File: config.mk
export PLATFORM = sky130hd
export DESIGN_NAME = alu_seq_ctrl_flat
export DESIGN_NICKNAME = d
export VERILOG_FILES = /design/src/rtl/alu_pkg.sv /design/src/rtl/alu_seq_ctrl_if.sv /design/src/rtl/alu_regfile.sv /design/src/rtl/alu_seq_ctrl.sv /design/src/flat_wrapper.sv
export SDC_FILE = /design/constraint.sdc
export NUM_CORES = 1
export LEC_CHECK = 0
export CORE_MARGIN = 2
export CORE_UTILIZATION = 25
export DETAILED_ROUTE_END_ITERATION = 8
export GPL_ROUTABILITY_DRIVEN = 1
export PLACE_DENSITY_LB_ADDON = 0.2
export SLEW_MARGIN = 5
export SYNTH_ARGS = -nofsm -noshare
export SYNTH_HDL_FRONTEND = slang
export SYNTH_SLANG_ARGS = --single-unit
File: constraint.sdc
create_clock -name clk -period 2.1 [get_ports clk]
set_input_delay 0.21 -clock clk [delete_from_list [all_inputs] [get_ports clk]]
set_output_delay 0.21 -clock clk [all_outputs]
set_load 0.01 [all_outputs]
File: src/rtl/alu_pkg.sv
`default_nettype none
//==========================================================================
// alu_pkg : opcodes, FSM states, op classes and flag bundle for alu_seq_ctrl
// Rev 1.0
//==========================================================================
package alu_pkg;

    localparam logic [3:0] OP_ADD = 4'b0000;
    localparam logic [3:0] OP_SUB = 4'b0001;
    localparam logic [3:0] OP_AND = 4'b0010;
    localparam logic [3:0] OP_OR  = 4'b0011;
    localparam logic [3:0] OP_XOR = 4'b0100;
    localparam logic [3:0] OP_NOT = 4'b0101;
    localparam logic [3:0] OP_NEG = 4'b0110;
    localparam logic [3:0] OP_SHL = 4'b0111;
    localparam logic [3:0] OP_SHR = 4'b1000;
    localparam logic [3:0] OP_SAR = 4'b1001;
    localparam logic [3:0] OP_INC = 4'b1010;
    localparam logic [3:0] OP_DEC = 4'b1011;
    localparam logic [3:0] OP_MUL = 4'b1100;
    localparam logic [3:0] OP_CMP = 4'b1101;
    localparam logic [3:0] OP_LDI = 4'b1110;
    localparam logic [3:0] OP_ILL = 4'b1111;

    typedef enum logic [1:0] {
        ST_IDLE = 2'd0,
        ST_EXEC = 2'd1,
        ST_RESP = 2'd2
    } state_t;

    typedef enum logic [1:0] {
        CLS_ALU = 2'd0,
        CLS_CMP = 2'd1,
        CLS_LDI = 2'd2,
        CLS_ILL = 2'd3
    } op_class_t;

    typedef struct packed {
        logic z;
        logic c;
        logic v;
    } flags_t;

    function automatic op_class_t op_class(input logic [3:0] op);
        op_class_t cls;
        case (op)
            OP_CMP:  cls = CLS_CMP;
            OP_LDI:  cls = CLS_LDI;
            OP_ILL:  cls = CLS_ILL;
            default: cls = CLS_ALU;
        endcase
        return cls;
    endfunction

endpackage
`default_nettype wire

File: src/rtl/alu_seq_ctrl_if.sv
`default_nettype none
//==========================================================================
// alu_seq_ctrl_if : command and response handshakes of alu_seq_ctrl
// Rev 1.0
//==========================================================================
interface alu_seq_ctrl_if #(
    parameter int REG_AW = 2
);
    logic              cmd_valid;
    logic              cmd_ready;
    logic [3:0]        cmd_op;
    logic [REG_AW-1:0] cmd_rd;
    logic [REG_AW-1:0] cmd_rs1;
    logic [REG_AW-1:0] cmd_rs2;
    logic              cmd_use_imm;
    logic [7:0]        cmd_imm;
    logic              rsp_valid;
    logic              rsp_ready;
    logic [7:0]        rsp_result;
    logic              rsp_err;

    modport master (
        output cmd_valid, cmd_op, cmd_rd, cmd_rs1, cmd_rs2, cmd_use_imm, cmd_imm, rsp_ready,
        input  cmd_ready, rsp_valid, rsp_result, rsp_err
    );

    modport slave (
        input  cmd_valid, cmd_op, cmd_rd, cmd_rs1, cmd_rs2, cmd_use_imm, cmd_imm, rsp_ready,
        output cmd_ready, rsp_valid, rsp_result, rsp_err
    );
endinterface
`default_nettype wire

File: src/rtl/alu_regfile.sv
`default_nettype none
//==========================================================================
// alu_regfile : REG_COUNT x 8 registers, one write port, three async reads
// Rev 1.0
//==========================================================================
module alu_regfile #(
    parameter int REG_COUNT = 4,
    parameter int REG_AW    = 2
) (
    input  wire              clk,
    input  wire              rst_n,
    input  wire              we,
    input  wire [REG_AW-1:0] waddr,
    input  wire [7:0]        wdata,
    input  wire [REG_AW-1:0] raddr_a,
    output logic [7:0]       rdata_a,
    input  wire [REG_AW-1:0] raddr_b,
    output logic [7:0]       rdata_b,
    input  wire [REG_AW-1:0] raddr_dbg,
    output logic [7:0]       rdata_dbg
);

    logic [7:0] r_regs [REG_COUNT];

    always_ff @(posedge clk or negedge rst_n) begin
        if (!rst_n) begin
            for (int i = 0; i < REG_COUNT; i++) begin
                r_regs[i] <= 8'h00;
            end
        end else if (we) begin
            r_regs[waddr] <= wdata;
        end
    end

    assign rdata_a   = r_regs[raddr_a];
    assign rdata_b   = r_regs[raddr_b];
    assign rdata_dbg = r_regs[raddr_dbg];

endmodule
`default_nettype wire

File: src/rtl/alu_seq_ctrl.sv
`default_nettype none
//==========================================================================
// alu_seq_ctrl : sequences commands through the external 8-bit alu
// Rev 1.0
//==========================================================================
module alu_seq_ctrl
    import alu_pkg::*;
#(
    parameter int REG_COUNT = 4,
    parameter int REG_AW    = 2
) (
    input  wire               clk,
    input  wire               rst_n,
    alu_seq_ctrl_if.slave     bus,
    output logic [7:0]        alu_a,
    output logic [7:0]        alu_b,
    output logic [3:0]        alu_op,
    input  wire  [7:0]        alu_result,
    input  wire               alu_zero,
    input  wire               alu_carry,
    input  wire               alu_overflow,
    output logic              flag_z,
    output logic              flag_c,
    output logic              flag_v,
    input  wire  [REG_AW-1:0] dbg_addr,
    output logic [7:0]        dbg_data
);

    state_t            r_state;
    state_t            w_state_nxt;
    logic              w_accept;
    logic              w_we;
    logic [7:0]        w_wdata;
    logic [7:0]        w_rs1_data;
    logic [7:0]        w_rs2_data;

    logic [REG_AW-1:0] r_rd;
    op_class_t         r_cls;
    logic [7:0]        r_imm;
    flags_t            r_flags;
    logic              r_rsp_valid;
    logic [7:0]        r_rsp_result;
    logic              r_rsp_err;

    alu_regfile #(
        .REG_COUNT (REG_COUNT),
        .REG_AW    (REG_AW)
    ) u_regfile (
        .clk       (clk),
        .rst_n     (rst_n),
        .we        (w_we),
        .waddr     (r_rd),
        .wdata     (w_wdata),
        .raddr_a   (bus.cmd_rs1),
        .rdata_a   (w_rs1_data),
        .raddr_b   (bus.cmd_rs2),
        .rdata_b   (w_rs2_data),
        .raddr_dbg (dbg_addr),
        .rdata_dbg (dbg_data)
    );

    always_ff @(posedge clk or negedge rst_n) begin
        if (!rst_n) begin
            r_state <= ST_IDLE;
        end else begin
            r_state <= w_state_nxt;
        end
    end

    // The register write happens on the edge that leaves EXEC, so the
    // result is visible one cycle before the response can be consumed.
    always_comb begin
        w_state_nxt = r_state;
        w_accept    = 1'b0;
        w_we        = 1'b0;
        w_wdata     = alu_result;
        case (r_state)
            ST_IDLE: begin
                if (bus.cmd_valid) begin
                    w_accept    = 1'b1;
                    w_state_nxt = ST_EXEC;
                end
            end
            ST_EXEC: begin
                w_state_nxt = ST_RESP;
                w_we        = (r_cls == CLS_ALU) || (r_cls == CLS_LDI);
                w_wdata     = (r_cls == CLS_LDI) ? r_imm : alu_result;
            end
            ST_RESP: begin
                if (bus.rsp_ready) begin
                    w_state_nxt = ST_IDLE;
                end
            end
            default: w_state_nxt = ST_IDLE;
        endcase
    end

    always_ff @(posedge clk or negedge rst_n) begin
        if (!rst_n) begin
            alu_a        <= 8'h00;
            alu_b        <= 8'h00;
            alu_op       <= 4'h0;
            r_rd         <= '0;
            r_cls        <= CLS_ALU;
            r_imm        <= 8'h00;
            r_flags      <= '0;
            r_rsp_valid  <= 1'b0;
            r_rsp_result <= 8'h00;
            r_rsp_err    <= 1'b0;
        end else begin
            if (w_accept) begin
                alu_a  <= w_rs1_data;
                alu_b  <= bus.cmd_use_imm ? bus.cmd_imm : w_rs2_data;
                alu_op <= bus.cmd_op;
                r_rd   <= bus.cmd_rd;
                r_cls  <= op_class(bus.cmd_op);
                r_imm  <= bus.cmd_imm;
            end
            if (r_state == ST_EXEC) begin
                r_rsp_valid <= 1'b1;
                case (r_cls)
                    CLS_ALU, CLS_CMP: begin
                        r_flags      <= '{z: alu_zero, c: alu_carry, v: alu_overflow};
                        r_rsp_result <= alu_result;
                        r_rsp_err    <= 1'b0;
                    end
                    CLS_LDI: begin
                        r_rsp_result <= r_imm;
                        r_rsp_err    <= 1'b0;
                    end
                    default: begin
                        r_rsp_result <= 8'h00;
                        r_rsp_err    <= 1'b1;
                    end
                endcase
            end
            if ((r_state == ST_RESP) && bus.rsp_ready) begin
                r_rsp_valid <= 1'b0;
            end
        end
    end

    assign bus.cmd_ready  = (r_state == ST_IDLE);
    assign bus.rsp_valid  = r_rsp_valid;
    assign bus.rsp_result = r_rsp_result;
    assign bus.rsp_err    = r_rsp_err;
    assign flag_z         = r_flags.z;
    assign flag_c         = r_flags.c;
    assign flag_v         = r_flags.v;

endmodule
`default_nettype wire

File: src/flat_wrapper.sv
// flat-port wrapper written by rule: the top's interface ports become plain ports
module alu_seq_ctrl_flat import alu_pkg::*;
#(
    parameter int REG_COUNT = 4,
    parameter int REG_AW    = 2
)
  (clk, rst_n, alu_a, alu_b, alu_op, alu_result, alu_zero, alu_carry, alu_overflow, flag_z, flag_c, flag_v, dbg_addr, dbg_data, bus_cmd_valid, bus_cmd_op, bus_cmd_rd, bus_cmd_rs1, bus_cmd_rs2, bus_cmd_use_imm, bus_cmd_imm, bus_rsp_ready, bus_cmd_ready, bus_rsp_valid, bus_rsp_result, bus_rsp_err);
  alu_seq_ctrl_if #(.REG_AW(REG_AW)) bus_i ();
  input  wire clk;
  input  wire rst_n;
  output logic [7:0] alu_a;
  output logic [7:0] alu_b;
  output logic [3:0] alu_op;
  input  wire  [7:0] alu_result;
  input  wire alu_zero;
  input  wire alu_carry;
  input  wire alu_overflow;
  output logic flag_z;
  output logic flag_c;
  output logic flag_v;
  input  wire  [REG_AW-1:0] dbg_addr;
  output logic [7:0] dbg_data;
  input wire logic [$bits(bus_i.cmd_valid)-1:0] bus_cmd_valid;
  input wire logic [$bits(bus_i.cmd_op)-1:0] bus_cmd_op;
  input wire logic [$bits(bus_i.cmd_rd)-1:0] bus_cmd_rd;
  input wire logic [$bits(bus_i.cmd_rs1)-1:0] bus_cmd_rs1;
  input wire logic [$bits(bus_i.cmd_rs2)-1:0] bus_cmd_rs2;
  input wire logic [$bits(bus_i.cmd_use_imm)-1:0] bus_cmd_use_imm;
  input wire logic [$bits(bus_i.cmd_imm)-1:0] bus_cmd_imm;
  input wire logic [$bits(bus_i.rsp_ready)-1:0] bus_rsp_ready;
  output wire logic [$bits(bus_i.cmd_ready)-1:0] bus_cmd_ready;
  output wire logic [$bits(bus_i.rsp_valid)-1:0] bus_rsp_valid;
  output wire logic [$bits(bus_i.rsp_result)-1:0] bus_rsp_result;
  output wire logic [$bits(bus_i.rsp_err)-1:0] bus_rsp_err;
  assign bus_i.cmd_valid = bus_cmd_valid;
  assign bus_i.cmd_op = bus_cmd_op;
  assign bus_i.cmd_rd = bus_cmd_rd;
  assign bus_i.cmd_rs1 = bus_cmd_rs1;
  assign bus_i.cmd_rs2 = bus_cmd_rs2;
  assign bus_i.cmd_use_imm = bus_cmd_use_imm;
  assign bus_i.cmd_imm = bus_cmd_imm;
  assign bus_i.rsp_ready = bus_rsp_ready;
  assign bus_cmd_ready = bus_i.cmd_ready;
  assign bus_rsp_valid = bus_i.rsp_valid;
  assign bus_rsp_result = bus_i.rsp_result;
  assign bus_rsp_err = bus_i.rsp_err;
  alu_seq_ctrl #(.REG_COUNT(REG_COUNT), .REG_AW(REG_AW)) u_core (.clk(clk), .rst_n(rst_n), .bus(bus_i), .alu_a(alu_a), .alu_b(alu_b), .alu_op(alu_op), .alu_result(alu_result), .alu_zero(alu_zero), .alu_carry(alu_carry), .alu_overflow(alu_overflow), .flag_z(flag_z), .flag_c(flag_c), .flag_v(flag_v), .dbg_addr(dbg_addr), .dbg_data(dbg_data));
endmodule
==> impl_metrics.toml <==
[clock_network]
cts_buffer_depth = 2
clk_pin_slew_worst_paths_ns = 0.06
cts_inserted_buffers = 9
cts.sinks = 79
cts_tree = "done"
root_buffer = "clkbuf_16"
insertion_delay_ns = 0.33
cts_max_level = 3

[setup_path]
critPathLaunchType = "primary input"
cp-end-kind = "output port"
path_buf_inv = 3
critPathMaxStageDelay_ns = 0.50
slowest_stage = "clkdlybuf4s50_1"
r2r-start = "u_core.r_state[1]"
rr_worst_depth = 4
critical_path.most_common_cell = "clkdlybuf4s50_1"
r2r_setup_slack_ns = 0.22
cp.required_ns = 1.89
arrival_ns = 1.84
crit_path_max_fanout = 2
critical_path_class = "in2out"
path_delay_family = "buffers and inverters"
r2r_end = "u_core.u_regfile.r_regs[11]"
path_cells = "clkdlybuf4s50_1 > buf_4 > mux4_2 > clkdlybuf4s50_1"

[die]
io-pin-count = 78
initial_core_util_pct = 25.4
rows = 45
die_h_um = 128
die_area_mm2 = 0.0163
die_width_um = 128
fp.coreArea_mm2 = 0.0150

[synthesis]
avgSynthCellArea_um2 = 14.6
ys_warn_count = 0
synth.area.top_cells = "dfrtp_1 52%, mux2_2 19%, mux4_2 14%"
ys_seq_area_share_pct = 51.8
yosys.area.top_type_share_pct = 51.8
yosysUniqueCellTypes = 24
syn-num-nets = 298
syn_inst = 262
syn_area_mm2 = 0.00381
ys_ff_latch = 79
synth_top_cell_by_area = "dfrtp_1"

[global_route]
grt_max_degree = 48
grt_pass1_vias = 2624
antenna_found_initial = 0
grt_util_met1_pct = 18.6
grtUsageMet2_pct = 19.3
grt_pass1_wl_mm = 15.6
overflow = 0
busiest_layer = "met2"
gr-usage-met3_pct = 3.22
grt_usage_pct = 12.9

[placement]
pre_cts_ws_ns = -0.0224
routabilityCongestion = 0.746
port_buffers = 77
hpwl_mm = 7.09
postPlaceCellArea_mm2 = 0.00491

[hold_path]
hold_class = "in2async"

[detailed_routing]
finalWirelength_mm = 9.85
via_count = 2480
dr.pass1.iters = 4
drt_iter0_drc = 148
drc = 0
routedWlPerCell_um = 18.1
ant_nets = 0
via_per_inst = 4.56

[final_layout]
nets = 387
fin_util_pct = 35.0
design_area_mm2 = 0.00526
final_common_cell = "dfrtp_1"
final_cell_mix = "79 x dfrtp_1, 70 x clkdlybuf4s50_1, 63 x mux2_2, 24 x mux4_2, 15 x buf_4"
antenna_cells = 0
syn2layout_area_growth_pct = 38.0
drive_gt1_share_pct = 36.0

[pwr]
ir_drop_mv = 0.536
power_density_mw_per_mm2 = 1430
leakage_nw = 2.18

[sta]
final-hold-violation-count = 0
slew_violations = 0
rsz0062_at_grt = "no"
fin_ws_ns = 0.0462
setup_viol = 0
slew_headroom_pct = 57.2
fin_crit_ns = 2.05
worst_pin_slew_ns = 0.642
fmax_mhz = 487
finalClockSkew_ns = 0.00297
period_share_pct = 97.8

[status]
status = "completed"

[run]
max_cap_violations = 0
## Yosys cell counts
| library cell | instances |
|---|---|
| a21oi_1 | 10 |
| a22oi_1 | 8 |
| buf_1 | 5 |
| buf_2 | 9 |
| buf_4 | 1 |
| buf_6 | 1 |
| clkbuf_1 | 2 |
| clkinv_1 | 1 |
| dfrtp_1 | 79 |
| inv_1 | 3 |
| inv_2 | 1 |
| mux2_2 | 63 |
| mux2i_1 | 8 |
| mux4_2 | 24 |
| nand2_1 | 12 |
| nand2b_1 | 2 |
| nand4_1 | 2 |
| nor2_1 | 10 |
| nor2b_1 | 1 |
| nor3b_1 | 1 |
| nor4_4 | 4 |
| nor4bb_1 | 1 |
| o21ai_0 | 13 |
| o31ai_1 | 1 |
## worst max-delay path by stage
stage	startpoint	endpoint	slack (ns)	cells past startpoint
after CTS	dbg_addr[0]	dbg_data[1]	0.003	4
after global routing	dbg_addr[0]	dbg_data[6]	0.01	4
after global placement	dbg_addr[0]	dbg_data[0]	-0.02	4
final	dbg_addr[0]	dbg_data[5]	0.05	4
after floorplan	u_core.r_cls[0]	u_core.u_regfile.r_regs[0]	0.42	5
after detailed placement	dbg_addr[0]	dbg_data[1]	-0.02	4
## final cells by class
type                       instances  area, µm²
timing repair buffer              96        970
sequential                        79       1980
multi-input combinational        160       1730
inverter                           5       18.8
clock inverter                     2       35.0
tap                              188        235
fill                            1451       9770
clock buffer                      14        294
## layer usage
metal | up-vias | wire, µm
li1 | 1163 | -
met1 | 1254 | 4830
met2 | 53 | 4530
met3 | 10 | 382
met4 | 0 | 112
met5 | - | 0
## power by group
part,internal [W],switching [W],total [W]
sequential,0.00227,0.000602,0.00288
clock,0.00108,0.000592,0.00167
combinational,0.00185,0.00114,0.00299
total,0.00521,0.00234,0.00754
## logic make-up (layout without fill, tap and decap cells)
| group | after synthesis | after routing | synth area share (%) |
|---|---|---|---|
| AND/OR/NAND/NOR | 33 | 33 | 5.67 |
| AO/OA/AOI/OAI | 32 | 32 | 4.79 |
| buffers and inverters | 23 | 117 | 2.85 |
| flip-flops | 79 | 79 | 51.8 |
| multiplexers | 95 | 95 | 34.9 |
## state kept, by name, summed over array words and instances (netlist names)
name / count
u_core.bus.rsp_valid: 1
u_core.r_cls: 2
u_core.flag_c: 1
u_core.alu_op: 4
u_core.flag_v: 1
u_core.u_regfile.r_regs: 32
u_core.flag_z: 1
u_core.bus.rsp_err: 1
u_core.alu_a: 8
u_core.alu_b: 8
u_core.r_state: 2
u_core.r_imm: 8
u_core.r_rd: 2
u_core.bus.rsp_result: 8
## timing repair
item                                    in CTS  in global routing
hold endpoints to repair                    32                  0
endpoints found under the setup margin       6                  6
hold buffers                                 1                  0
gates resized for setup                      1                  6
buffers inserted                             0                  0
## metrics by stage
step           hold slack, ns  TNS [ns]  instances  power (W)
2_1_floorplan         -0.0856         0        262    0.00453
3_3_place_gp            0.205   -0.0614        527    0.00591
3_5_place_dp            0.207   -0.0464        527    0.00596
4_1_cts                 0.376         0        544    0.00770
5_1_grt                 0.405         0        544    0.00807
6_report                0.370         0        544    0.00754
Note: power is estimated with default switching activity, not from simulation.
